<file path="src/rtl/pc_fetch.sv">
// Instruction-fetch stage: owns the PC, runs req/ack fetches and presents instr/pc/pc+4 to decode.
// Optional PC_ALIGN_EXC_EN: misaligned jr targets trap to EXC_VECTOR and pulse align_exc.
module pc_fetch #(
   parameter logic [31:0] RESET_PC   = 32'h0000_0000,
   parameter logic [31:0] EXC_VECTOR = 32'h0000_4180
) (
   input  logic        clk,
   input  logic        rst,
   input  logic        stall,
   input  logic        br_taken,
   input  logic [31:0] br_offset,
   input  logic        jump,
   input  logic [25:0] jump_index,
   input  logic        jr,
   input  logic [31:0] jr_target,
   output logic        imem_req,
   output logic [31:0] imem_addr,
   input  logic        imem_ack,
   input  logic [31:0] imem_rdata,
   output logic        if_valid,
   output logic [31:0] if_instr,
   output logic [31:0] if_pc,
   output logic [31:0] if_pc_plus4
`ifdef PC_ALIGN_EXC_EN
   ,
   output logic        align_exc
`endif
);

   typedef enum logic [1:0] {
      S_IDLE  = 2'd0,
      S_REQ   = 2'd1,
      S_VALID = 2'd2
   } state_t;

   state_t      state_q, state_d;
   logic [31:0] pc_q, pc_d;
   logic        if_valid_q, if_valid_d;
   logic [31:0] if_instr_q, if_instr_d;
   logic [31:0] if_pc_q, if_pc_d;
   logic [31:0] if_pc_plus4_q, if_pc_plus4_d;
   logic        redir_pend_q, redir_pend_d;
   logic [31:0] redir_tgt_q, redir_tgt_d;
   logic        align_exc_q, align_exc_d;

   logic        redir;
   logic        jr_misaligned;
   logic [31:0] target;

   always_comb begin
      redir = jr | jump | br_taken;
`ifdef PC_ALIGN_EXC_EN
      jr_misaligned = jr && (jr_target[1:0] != 2'b00);
`else
      jr_misaligned = 1'b0;
`endif
      // Priority jr > jump > branch; all targets are relative to the IF slot.
      if (jr_misaligned)
         target = EXC_VECTOR;
      else if (jr)
         target = jr_target & 32'hFFFF_FFFC;
      else if (jump)
         target = {if_pc_plus4_q[31:28], jump_index, 2'b00};
      else
         target = if_pc_plus4_q + br_offset;
   end

   always_comb begin
      state_d       = state_q;
      pc_d          = pc_q;
      if_valid_d    = if_valid_q;
      if_instr_d    = if_instr_q;
      if_pc_d       = if_pc_q;
      if_pc_plus4_d = if_pc_plus4_q;
      redir_pend_d  = redir_pend_q;
      redir_tgt_d   = redir_tgt_q;
      align_exc_d   = jr_misaligned;

      unique case (state_q)
         S_IDLE: begin
            state_d = S_REQ;
            if (redir) pc_d = target;
         end
         S_REQ: begin
            if (imem_ack) begin
               // A redirect arriving with the ack beats any older pending target.
               if (redir) begin
                  pc_d         = target;
                  redir_pend_d = 1'b0;
               end else if (redir_pend_q) begin
                  pc_d         = redir_tgt_q;
                  redir_pend_d = 1'b0;
               end else begin
                  if_instr_d    = imem_rdata;
                  if_pc_d       = pc_q;
                  if_pc_plus4_d = pc_q + 32'd4;
                  if_valid_d    = 1'b1;
                  pc_d          = pc_q + 32'd4;
                  state_d       = S_VALID;
               end
            end else if (redir) begin
               redir_pend_d = 1'b1;
               redir_tgt_d  = target;
            end
         end
         S_VALID: begin
            if (redir) begin
               if_valid_d = 1'b0;
               pc_d       = target;
               state_d    = S_REQ;
            end else if (!stall) begin
               if_valid_d = 1'b0;
               state_d    = S_REQ;
            end
         end
         default: state_d = S_IDLE;
      endcase
   end

   always_ff @(posedge clk) begin
      if (rst) begin
         state_q       <= S_IDLE;
         pc_q          <= RESET_PC;
         if_valid_q    <= 1'b0;
         if_instr_q    <= '0;
         if_pc_q       <= RESET_PC;
         if_pc_plus4_q <= RESET_PC + 32'd4;
         redir_pend_q  <= 1'b0;
         redir_tgt_q   <= '0;
         align_exc_q   <= 1'b0;
      end else begin
         state_q       <= state_d;
         pc_q          <= pc_d;
         if_valid_q    <= if_valid_d;
         if_instr_q    <= if_instr_d;
         if_pc_q       <= if_pc_d;
         if_pc_plus4_q <= if_pc_plus4_d;
         redir_pend_q  <= redir_pend_d;
         redir_tgt_q   <= redir_tgt_d;
         align_exc_q   <= align_exc_d;
      end
   end

   assign imem_req    = (state_q == S_REQ);
   assign imem_addr   = pc_q;
   assign if_valid    = if_valid_q;
   assign if_instr    = if_instr_q;
   assign if_pc       = if_pc_q;
   assign if_pc_plus4 = if_pc_plus4_q;
`ifdef PC_ALIGN_EXC_EN
   assign align_exc   = align_exc_q;
`else
   logic unused_align;
   assign unused_align = align_exc_q;
`endif

endmodule
</file>
<file path="config.mk">
export PLATFORM = sky130hd
export DESIGN_NAME = pc_fetch
export DESIGN_NICKNAME = d
export VERILOG_FILES = /design/src/rtl/pc_fetch.sv
export SDC_FILE = /design/constraint.sdc
export NUM_CORES = 1
export LEC_CHECK = 0
export BUFFER_PORTS_ARGS = -buffer_cell sky130_fd_sc_hd__buf_2
export CORE_MARGIN = 4
export CORE_UTILIZATION = 53
export DETAILED_ROUTE_END_ITERATION = 7
export GPL_ROUTABILITY_DRIVEN = 0
export PLACE_DENSITY = 0.81
export SLEW_MARGIN = 20
export SYNTH_ARGS = -nofsm -noshare
export SYNTH_HDL_FRONTEND = slang
export SYNTH_SLANG_ARGS = --single-unit
</file>
<file path="constraint.sdc">
create_clock -name clk -period 3.2 [get_ports clk]
set_clock_uncertainty 0.15 [all_clocks]
set_input_delay 0.32 -clock clk [delete_from_list [all_inputs] [get_ports clk]]
set_output_delay 0.32 -clock clk [all_outputs]
set_load 0.005 [all_outputs]
</file>
# Yosys cells after proc, flatten, opt, wreduce, memory -nomap -nowiden
# Cells that the tools add are included.
[totals] register_bits=164 inputBits=129 out_inout_bits=130 wordCells=54
[classes] add_sub_neg=2 eq_ne=7 muxes=21 n_bitwise=5 n_reduce_logical=11
[op_table] operator="32-bit 2-to-1 mux" count=6
[op_table] operator="32-bit one-hot mux with 2 select lines" count=1
[op_table] operator="32-bit by 3-bit adder with 32-bit output (second input constant)" count=1
[op_table] operator="32-bit adder" count=1
[op_table] operator="2-bit 2-to-1 mux" count=5
[op_table] operator="4-bit AND reduction" count=2
[op_table] operator="1-bit 2-to-1 mux" count=7
[op_table] operator="2-bit one-hot mux with 3 select lines" count=1
[op_table] operator="3-bit AND reduction" count=2
[op_table] operator="2-bit nonzero test" count=3
[op_table] operator="5-bit AND reduction" count=1
[op_table] operator="2-bit by 1-bit != test with 1-bit output (second input constant)" count=2
[op_table] operator="2-bit != test (second input constant)" count=2
[op_table] operator="3-bit != test (second input constant)" count=1
[op_table] operator="1-bit inverter" count=3
[op_table] operator="2-bit by 1-bit equality test with 1-bit output (second input constant)" count=1
[op_table] operator="2-bit equality test (second input constant)" count=1
[op_table] operator="2-bit zero test" count=1
[op_table] operator="1-bit OR" count=2
[op_table] operator="1-bit one-hot mux with 2 select lines" count=1
[op_table] operator="2-bit AND reduction" count=1
[op_table] operator="2-bit OR reduction" count=1

# Depth between registers and ports, before layout
# Gate-level depths: netlist of the first run.
[logic_depth] word_depth=6 mapped_depth=12 depth_no_buf=12

# Worst setup path before layout of the first run
# No wires, ideal clock.
[synth_timing] path_kind="in2reg" from="in br_offset[13]" to="reg pc_q[28] (netlist: imem_addr[28])" setup_time_ps=66 t_arrival_ps=2809 required_ps=2984 slack_ps=175 path_stages=10 n_path_buf=0 path_cell_list="ha_1 a21oi_1 o21ai_0 a2111oi_2 inv_1 o311ai_0 mux2i_1 o311ai_0 or3_1 a21oi_2"
[synth_between] elab_chain_cells=6 elab_cells_between_ends=7 classes_between="1 x add/sub; 6 x mux"
[synth_lines] element="from (decl)" line_no="11" rtl="input logic [31:0] br_offset,"
[synth_lines] element="32-bit adder (*)" line_no="65" rtl="target = if_pc_plus4_q + br_offset;"
[synth_lines] element="32-bit 2-to-1 mux (*)" line_no="62" rtl="else if (jump)"
[synth_lines] element="32-bit 2-to-1 mux (*)" line_no="60" rtl="else if (jr)"
[synth_lines] element="32-bit 2-to-1 mux" line_no="87" rtl="if (redir) begin"
[synth_lines] element="32-bit 2-to-1 mux" line_no="85" rtl="if (imem_ack) begin"
[synth_lines] element="32-bit one-hot mux with 2 select lines (*)" line_no="79" rtl="unique case (state_q)"
[synth_lines] element="to (signal assigned)" line_no="133" rtl="pc_q <= pc_d;"
[synth_lines] element="to (decl)" line_no="37" rtl="logic [31:0] pc_q, pc_d;"
# Mark *: on every way between the ends. The rest lies on a longest branch, timed or not. The select of a mux whose other input is x is not followed.
# A chain may end at the register's enable or synchronous reset.

# Worst setup path after layout of the first run
[layout_timing] from="reg if_pc_plus4_q[3] (netlist: if_pc_plus4[3])" to="reg redir_tgt_q[31]"
[layout_between] elab_chain_cells=3
[layout_lines] element="from (decl)" line_no="41" rtl="logic [31:0] if_pc_plus4_q, if_pc_plus4_d;"
[layout_lines] element="from (signal assigned)" line_no="127" rtl="if_pc_plus4_q <= RESET_PC + 32'd4;"
[layout_lines] element="from (signal assigned)" line_no="137" rtl="if_pc_plus4_q <= if_pc_plus4_d;"
[layout_lines] element="32-bit adder" line_no="65"
[layout_lines] element="32-bit 2-to-1 mux" line_no="62"
[layout_lines] element="32-bit 2-to-1 mux" line_no="60"
[layout_lines] element="to (signal assigned)" line_no="139" rtl="redir_tgt_q <= redir_tgt_d;"
[layout_lines] element="to (decl)" line_no="43" rtl="logic [31:0] redir_tgt_q, redir_tgt_d;"
# Every way passes these cells.

==> results of run 1 <==
==> path summary, 6_finish.rpt <==
path                            cells after the start         endpoint  slack (ns)      startpoint
worst max register to register                     12  redir_tgt_q[31]        0.11  if_pc_plus4[3]
worst min-delay path                                2     redir_pend_q        0.03        imem_ack
worst max-delay path                               12  redir_tgt_q[31]        0.11  if_pc_plus4[3]
worst min register to register                      2      if_instr[5]        0.30     if_instr[5]
==> per-stage QoR <==
step	instances	worst slack [ns]	power (uW)
2_1_floorplan	1235	0.175	2680
3_3_place_gp	1700	-0.0715	3030
3_5_place_dp	1700	-0.160	3050
4_1_cts	1764	-0.0140	5230
5_1_grt	1764	-0.0232	5440
6_report	1764	0.109	5250
==> power breakdown <==
part	total (uW)	switching [uW]	internal, uW
clock	2170	917	1250
combinational	878	503	375
sequential	2200	101	2100
==> cell families after synthesis <==
kind of cell / after synthesis / synth area share [%]
AOI/OAI and AO/OA: 391 / 26.3
adders and majority gates: 33 / 4.59
xor gates and xnor gates: 39 / 3.73
and+or+nand+nor: 483 / 23.3
muxes: 18 / 2.01
buffers and inverters: 109 / 4.71
DFF: 162 / 35.4
==> cell usage after synthesis, types with 3 or more instances <==
master,count
o221ai_1,3
and3_1,15
o22ai_1,7
or3_1,6
dfxtp_1,162
nand2b_1,9
mux2i_1,15
a31oi_1,14
nor3_1,41
o211a_1,3
a311oi_1,5
o21ai_0,75
o311ai_0,12
o21bai_1,3
a211oi_1,30
nor4_1,4
nor2_1,113
a22oi_1,5
xnor2_1,25
nor3b_1,3
buf_2,6
a21boi_0,5
clkbuf_1,76
a21o_1,18
nand4_1,9
o41ai_1,4
a21oi_1,155
nand3_1,37
mux2_2,3
o211ai_1,11
o21a_1,10
and2_1,11
o21ai_1,5
o31ai_1,5
xor2_1,14
nand2_1,220
ha_1,32
inv_1,23
==> sequential cells by signal, indices dropped and copies added, names as in the netlist <==
| register | flops |
|---|---|
| if_pc_plus4 | 30 |
| if_valid | 1 |
| imem_addr | 32 |
| if_instr | 32 |
| redir_pend_q | 1 |
| if_pc | 32 |
| redir_tgt_q | 32 |
| state_q | 2 |
==> critical path, delay by kind of cell (launching register included) <==
kind                       cells  cell delay [ns]
and+or+nand+nor                3             0.43
AOI/OAI and AO/OA              5             1.15
buffers and inverters          2             0.38
adders and majority gates      1             0.32
DFF                            1             0.34
xor gates and xnor gates       1             0.18
==> timing repair <==
item                       4_1_cts  5_1_grt
pin swaps                        0        9
hold endpoints to repair        32        0
hold buffers                    32        0
setup endpoints to repair        8       20
resized for setup                3       18
==> final cells by class <==
type,instances,area [um2]
sequential,162,3240
clock buffer,17,425
multi-input combinational,964,5590
inverter,24,90.1
clock inverter,15,193
fill,1319,4760
tap,220,275
timing repair buffer,362,2180
==> metal layers <==
layer | GRT usage [%] | share of wire, % | wire (um) | up-vias
li1 | - | - | - | 4981
met1 | 38.4 | 36 | 11800 | 4816
met2 | 53.4 | 48 | 15600 | 630
met3 | 7.75 | 10 | 3290 | 137
met4 | 15.3 | 5.3 | 1720 | 2
met5 | 0 | 0.037 | 12 | -
==> summary.md, run 1 <==
| Metric | Value |
|---|---|
| Avg Cell Area, Syn | `7.42 um2` |
| WP data arrival | `3.25 ns` |
| Largest net degree at the start of global routing | `89` |
| ANT cells | `0` |
| Finished Core Util | `between 70% and 80%` |
| Worst Hold Margin | `0.0252 ns` |
| Chip width | `139 um` |
| Ys flop type | `dfxtp_1` |
| Largest area contributor in the netlist | `dfxtp_1` |
| Max-Slew Margin vs Limit | `roughly a third` |
| Final Cell Area | `0.0120 mm2` |
| Crit path capture type | `register` |
| CP required | `roughly 3.4 ns` |
| CTS tree | `done` |
| CORE AREA | `between 0.015 and 0.02 mm2` |
| Final critical-path share of the clock period | `between 90% and 100%` |
| PwrDens | `~440 mW/mm2` |
| Worst Hold Class | `primary input to register` |
| Final Hold Fails | `0` |
| Leakage Power | `0.00528 uW` |
| Final setup TNS | `0 ns` |
| Clock-pin slew on the worst setup and hold paths | `approximately 0.070 ns` |
| I/O Buffers | `256` |
| Max-Cap Viols | `0` |
| DP Wirelength | `between 20000 and 25000 um` |
| CP max FO | `5` |
| Grt ovf | `0` |
| TritonCTS sink count | `about 160` |
| Initial DRC count | `a little over 1000` |
| Ys Warns | `0` |
| Routed WL | `about 32000 um` |
| Clock insertion delay at the later pin of the skew report | `about 0.43 ns` |
| EDFF count, synth | `0` |
| FFs w/ async S/R, synth | `0%` |
| Die H | `about 140 um` |
| Die footprint | `approximately 0.019 mm2` |
| CTS max path bufs | `2` |
| Clk root buf | `clkbuf_16` |
| First-pass GRT wire length | `roughly 51000 um` |
| Setup repair bufs after CTS | `0` |
| Vias in the first global route | `between 10000 and 15000` |
| Top cell type's share of synthesized area | `between 30% and 40%` |
| Final setup viols | `0` |
| DRT antenna net count | `0` |
| Layout cells sized above 1 | `between 20 and 30%` |
| Commonest non-fill, non-tap cell in the layout | `buf_2` |
| Tmin final | `between 3 and 4 ns` |
| First-pass DRT Iterations | `6` |
| Seq/Total Area, Yosys | `approximately 35%` |
| Max-slew violations | `0` |
| Initial antenna violation count | `1` |
| Cells after Synth | `roughly 1200` |
| Via count | `about 11000` |
| Maximum vdd drop | `~0.45 mV` |
| Synth Cell Area | `approximately 0.009 mm2` |
| Cell Chain, Critical Path | `ha_1 -> a21o_1 -> a21oi_1 -> a21oi_1 -> buf_4 -> o311ai_1 -> buf_4 -> nand3_1 -> nand3_1 -> nand3_1 -> xor2_1 -> o41ai_1` |
| Residual DRC | `0` |
| Area grow syn2layout | `31.0%` |
| Max Freq | `about 320 MHz` |
| Via density | `5.99` |
| Netlist cell types | `67` |
| CTS buffer count | `17` |
| Largest cells by area after synthesis | `dfxtp_1 35%, nand2_1 9.0%, a21oi_1 8.5%, nor2_1 4.6%, ha_1 4.4%` |
| CP max stage delay | `around 0.34 ns` |
| Row count | `47` |
| Worst-margin pin slew | `0.993 ns` |
| Nets | `approximately 1700` |
| Initial Utilization | `between 50% and 60%` |
| Commonest non-fill, non-tap cells in the layout | `255 x buf_2, 220 x nand2_1, 161 x dfxtp_1` |
| # IOs | `roughly 260` |
| CP dominant cell by count | `nand3_1` |
| GR Util All Layers | `about a third` |
| Seq cells post-synth | `162` |
| Critical Path Source Type | `register` |
| Critical Setup Path Class | `register to register` |
| H-tree depth | `4` |
| Status | `completed` |
| Crit-path slowest cell | `dfxtp_1` |
| Unrepaired setup endpoints after global routing | `yes` |
| Placed inst area | `0.0110 mm2` |
| Syn nets | `1397` |
| Routed len/inst | `between 15 and 20 um` |
(Power assumes the default switching activity.)
==> run 2, diff against run 1 <==
CELL_PAD_IN_SITES_DETAIL_PLACEMENT = 1   (was unset)
CELL_PAD_IN_SITES_GLOBAL_PLACEMENT = 1   (was unset)
CORE_UTILIZATION = 38   (was 53)
PLACE_DENSITY = unset   (was 0.81)
PLACE_DENSITY_LB_ADDON = 0.1   (was unset)
==> run 2 against run 1 <==
Compared with the run above: critical path depth shrank 1; worst hold slack gained 0.0011 ns; via count grew 0.21%; highest routed layer unchanged; worst setup slack lost 0.028 ns; first-iteration DRC count shrank 30%; total power shrank 0.80%; non-clock buffer count grew 28; count of clock-buffer cells in the layout grew 1; routed wire length grew 18%; clock power shrank 5%; core utilization shrank 19 points; flip-flop and latch count is the same.
==> summary.md, run 2 (same netlist as run 1, synthesis figures left out) <==
| Metric | Value |
|---|---|
| Final critical-path share of the clock period | `between 90% and 100%` |
| Placed inst area | `about 0.011 mm2` |
| PwrDens | `around 420 mW/mm2` |
| Initial antenna violation count | `2` |
| Clk root buf | `clkbuf_16` |
| Crit-path slowest cell | `a311o_1` |
| Max-slew violations | `0` |
| Residual DRC | `0` |
| Clock insertion delay at the later pin of the skew report | `around 0.44 ns` |
| First-pass DRT Iterations | `5` |
| DRT antenna net count | `0` |
| Critical Setup Path Class | `register to register` |
| Area grow syn2layout | `35.2%` |
| Multi-input combinational cell area | `~0.0057 mm2` |
| H-tree depth | `4` |
| I/O Buffers | `256` |
| Final Hold Fails | `0` |
| GR Util All Layers | `~28%` |
| Die footprint | `approximately 0.027 mm2` |
| Die H | `around 160 um` |
| ANT cells | `0` |
| Initial DRC count | `726` |
| Grt ovf | `0` |
| Tmin final | `between 3 and 4 ns` |
| DP Wirelength | `about 28000 um` |
| Via density | `about 5.6` |
| Finished Core Util | `a little over half` |
| CTS buffer count | `17` |
| Commonest non-fill, non-tap cells in the layout | `255 x buf_2, 220 x nand2_1, 160 x dfxtp_1` |
| Maximum vdd drop | `around 0.32 mV` |
| Final setup viols | `0` |
| Max Freq | `around 320 MHz` |
| Register area | `roughly 0.0032 mm2` |
| CP max FO | `6` |
| Critical Path Source Type | `register` |
| Leakage Power | `0.00538 uW` |
| Fill cells | `roughly 3000` |
| Routed WL | `about 38000 um` |
| Max-Cap Viols | `0` |
| Setup repair bufs after CTS | `0` |
| Unrepaired setup endpoints after global routing | `yes` |
| Chip width | `163 um` |
| Clock-pin slew on the worst setup and hold paths | `0.08 ns` |
| CP required | `roughly 3.4 ns` |
| TritonCTS sink count | `around 160` |
| Routed len/inst | `about 20 um` |
| # IOs | `between 200 and 300` |
| Cell Chain, Critical Path | `ha_1 -> buf_4 -> a21o_1 -> a31oi_1 -> o21ai_0 -> a311o_1 -> a311oi_4 -> o21ai_1 -> mux2i_1 -> o221ai_2 -> o41ai_1` |
| Layout cells sized above 1 | `27.5%` |
| Worst Hold Margin | `0.0263 ns` |
| Max-Slew Margin vs Limit | `between 40 and 50%` |
| CP max stage delay | `a little over 0.4 ns` |
| CTS max path bufs | `2` |
| CTS tree | `done` |
| Commonest non-fill, non-tap cell in the layout | `buf_2` |
| Via count | `10600` |
| Crit path capture type | `register` |
| Register-to-register setup slack | `between 0.08 and 0.09 ns` |
| CORE AREA | `roughly 0.024 mm2` |
| WP data arrival | `between 3 and 4 ns` |
| Worst Hold Class | `primary input to register` |
| Nets | `approximately 1700` |
| Initial Utilization | `38.8%` |
| Worst-margin pin slew | `0.769 ns` |
| Largest net degree at the start of global routing | `61` |
| Row count | `56` |
| Status | `completed` |
| Vias in the first global route | `10800` |
| Final Cell Area | `0.0124 mm2` |
| First-pass GRT wire length | `58800 um` |
run 2: area by class of cell:
type | count | area share [%]
tap | 319 | 3.22
timing repair buffer | 390 | 19.4
clock buffer | 18 | 3.47
clock inverter | 14 | 1.31
multi-input combinational | 964 | 45.6
inverter | 24 | 0.727
sequential | 162 | 26.2
run 2: worst max-delay path, delay by kind of cell (launching register included):
| family | cells | cell delay [ns] |
|---|---|---|
| multiplexers | 1 | 0.22 |
| flip-flops | 1 | 0.33 |
| AO/OA/AOI/OAI | 8 | 1.83 |
| adder cells (fa/ha/maj) | 1 | 0.31 |
| buffers and inverters | 1 | 0.17 |
run 2: power by group:
part	internal, uW	total, uW	switching (uW)	leakage [uW]
Combinational	395	944	549	0.00377
Sequential	2100	2190	91.4	0.00132
Clock	1050	2070	1020	0.000288
Total	3540	5200	1660	0.00538
run 2: metal layers:
| layer | up-vias | global-route usage, % | part of all wire [%] |
|---|---|---|---|
| met4 | 4 | 11.3 | 4.1 |
| li1 | 5037 | - | - |
| met5 | - | 0 | 0.044 |
| met3 | 84 | 4.69 | 5.1 |
| met1 | 5157 | 33.9 | 41 |
| met2 | 306 | 49.3 | 50 |
run 2: repair_timing:
| item | in CTS | in global routing |
|---|---|---|
| cloned | 0 | 0 |
| setup endpoints to repair | 12 | 25 |
| resized for setup | 8 | 29 |
| pin swaps | 1 | 13 |
| endpoints found under the hold margin | 32 | 0 |
| hold buffers | 32 | 0 |
run 2: path summary, 6_finish.rpt:
kind / startpoint / end / depth (start not counted)
min reg2reg: if_instr[2] / if_instr[2] / 2
max: if_pc_plus4[12] / imem_addr[25] / 11
min: imem_ack / redir_pend_q / 2
max reg2reg: if_pc_plus4[12] / imem_addr[25] / 11
run 2: metrics by stage:
step           setup slack [ns]  instances  total power (uW)  setup TNS, ns
2_1_floorplan             0.175       1235              2680              0
4_1_cts                0.000610       1891              5230              0
5_1_grt                 -0.0339       1891              5430        -0.0626
6_report                 0.0812       1891              5200              0
3_3_place_gp             -0.122       1827              3100         -0.629
3_5_place_dp             -0.223       1827              3120          -1.69
==> run 3, diff against run 2 <==
==> constraint.sdc (replaced) <==
create_clock -name clk -period 3.2 [get_ports clk]
set_clock_uncertainty 0.15 [all_clocks]
set_input_delay 0.16 -clock clk [delete_from_list [all_inputs] [get_ports clk]]
set_output_delay 0.16 -clock clk [all_outputs]
set_load 0.005 [all_outputs]
==> run 3 against run 2 <==
Compared with the run above: core utilization decreased by 0.45 points; final cell count shrank 0.90%; clock power barely moved; critical endpoint is now imem_addr[30]; critical path type unchanged; routed wire length down 0.58%.
==> summary.md, run 3 (same netlist as run 1, synthesis figures left out) <==
| Metric | Value |
|---|---|
| Min-Delay Path Depth | `4` |
| Multi-input combinational cell area | `~0.0056 mm2` |
| I/O Buffers | `256` |
| Die H | `163 um` |
| Crit path capture type | `register` |
| Status | `completed` |
| Finished Core Util | `a little over half` |
| PwrDens | `between 400 and 500 mW/mm2` |
| Routed len/inst | `about 20 um` |
| Crit. path cell count | `13` |
| CP max stage delay | `0.35 ns` |
| CTS buffer count | `17` |
| CP bufs+invs | `2` |
| Final setup viols | `0` |
| First-pass DRT Iterations | `6` |
| CP required | `3.40 ns` |
| Clk root buf | `clkbuf_16` |
| Maximum vdd drop | `~0.39 mV` |
| Fill cells | `between 2000 and 3000` |
| Psw | `around 1600 uW` |
| CORE AREA | `around 0.024 mm2` |
| Max-Cap Viols | `0` |
| Switching Share | `a little under a third` |
| CTS tree | `done` |
| Initial Utilization | `between 30% and 40%` |
| Routed WL | `~38000 um` |
| Reg2Reg Depth | `13` |
| Register area | `0.00325 mm2` |
| Tmin final | `3.13 ns` |
| Commonest non-fill, non-tap cells in the layout | `255 x buf_2, 219 x nand2_1, 159 x dfxtp_1` |
| Via density | `between 5 and 6` |
| Worst Hold Class | `primary input to register` |
| First-pass GRT wire length | `between 50000 and 60000 um` |
| Vias in the first global route | `10700` |
| TritonCTS sink count | `162` |
| Residual DRC | `0` |
| Critical Setup Path Class | `register to register` |
| Clock-pin slew on the worst setup and hold paths | `~0.070 ns` |
| Worst Hold Margin | `about 0.028 ns` |
| Final Cell Area | `between 0.01 and 0.015 mm2` |
| # IOs | `roughly 260` |
| WP data arrival | `3.33 ns` |
| Via count | `approximately 10000` |
| Initial antenna violation count | `2` |
| CP max FO | `4` |
| Final critical-path share of the clock period | `97.8%` |
| DP Wirelength | `27400 um` |
| Crit-path slowest cell | `fa_2` |
| Cell Chain, Critical Path | `ha_2 -> inv_1 -> fa_2 -> nor2b_2 -> o31a_1 -> o211a_1 -> o31ai_1 -> buf_4 -> a31o_2 -> o311ai_4 -> xor2_1 -> nand2_1 -> o31ai_1` |
| Worst path top cell family by delay | `compound AO/OA/AOI/OAI gates` |
| Area grow syn2layout | `34.1%` |
| Largest net degree at the start of global routing | `between 100 and 150` |
| Unrepaired setup endpoints after global routing | `yes` |
| Grt ovf | `0` |
| Max-Slew Margin vs Limit | `between 50% and 60%` |
| Clk pwr share | `around two fifths` |
| Die footprint | `between 0.02 and 0.03 mm2` |
| Combinational Power Share | `between 15 and 20%` |
| Register share of total power | `a little over two fifths` |
| Final Hold Fails | `0` |
| Leakage Power | `0.00532 uW` |
| FF-to-FF Start | `if_pc[0]` |
| Chip width | `around 160 um` |
| CTS max path bufs | `2` |
| Worst-margin pin slew | `0.743 ns` |
| Worst Hold Launch | `jr_target[3]` |
| DRT antenna net count | `0` |
| Initial DRC count | `696` |
| ANT cells | `0` |
| Commonest non-fill, non-tap cell in the layout | `buf_2` |
| CP dominant cell by count | `o31ai_1` |
| Clock insertion delay at the later pin of the skew report | `0.43 ns` |
| Critical Path Source Type | `register` |
| Placed inst area | `between 0.01 and 0.015 mm2` |
| Max Freq | `~320 MHz` |
| H-tree depth | `4` |
| Nets | `1704` |
| Row count | `56` |
| GR Util All Layers | `between 20% and 30%` |
| Max-slew violations | `0` |
| Critical path launch point | `if_pc[0]` |
| Layout cells sized above 1 | `between 20% and 30%` |
| Internal power | `approximately 3600 uW` |
## run 3: cell count changes in the layout (fill, tap and decap cells not counted), moves of 2 or more
cell and change:
a2111oi_2 -3, dlygate4sd3_1 +8, buf_4 -25, o311ai_0 +2, clkinv_4 +2, inv_6 -2, o311ai_2 -4
## run 3: layout make-up
type | count | share of cell area [%]
clock inverters | 14 | 1.37
clock buffers | 18 | 3.58
well taps | 319 | 3.25
multi-input cells | 964 | 45.9
repair buffers | 373 | 18.7
flip-flops and latches | 162 | 26.4
inverters | 24 | 0.734
## run 3: path summary, 6_finish.rpt
kind                                        to  slack (ns)
worst min-delay path            redir_tgt_q[3]        0.03
worst max-delay path             imem_addr[30]        0.07
worst min register to register    if_instr[11]        0.30
worst max register to register   imem_addr[30]        0.07
## run 3: metrics by stage
stage | power [uW] | TNS, ns | std cells | worst slack (ns)
after floorplan | 2680 | 0 | 1235 | 0.186
after global placement | 3090 | -0.224 | 1796 | -0.0706
after detailed placement | 3100 | -1.68 | 1796 | -0.248
after CTS | 5230 | 0 | 1870 | 0.0145
after global routing | 5430 | -0.0393 | 1874 | -0.0198
final | 5200 | 0 | 1874 | 0.0694
## run 3: worst register-to-register path: stages, from the launching register on
cell      delay, ns
dfxtp_2        0.33
ha_2           0.18
inv_1          0.06
fa_2           0.35
nor2b_2        0.16
o31a_1         0.24
o211a_1        0.19
o31ai_1        0.08
buf_4          0.17
a31o_2         0.27
o311ai_4       0.25
xor2_1         0.23
nand2_1        0.15
o31ai_1        0.25
## run 3: routing by layer
layer | vias to the layer above | track usage, % | part of all wire (%)
met3 | 63 | 4.26 | 5.2
met2 | 324 | 48.8 | 50
met1 | 5032 | 33.8 | 42
met4 | 4 | 10.5 | 3.0
met5 | - | 0 | 0.071
li1 | 5006 | - | -
## run 3: repair_timing
| action | CTS | global route |
|---|---|---|
| hold buffers | 40 | 0 |
| endpoints found under the hold margin | 41 | 0 |
| pin swaps | 4 | 18 |
| gates resized for setup | 12 | 22 |
| buffers inserted | 2 | 4 |
| endpoints found under the setup margin | 12 | 17 |
## run 3: power groups by stage
| stage | sequential (uW) | combinational [uW] | clock [uW] |
|---|---|---|---|
| after global routing | 2200 | 1010 | 2210 |
| after global placement | 2230 | 855 | 0 |
| after CTS | 2190 | 920 | 2120 |
| after detailed placement | 2230 | 871 | 0 |
| after floorplan | 2220 | 466 | 0 |
| final | 2190 | 934 | 2080 |
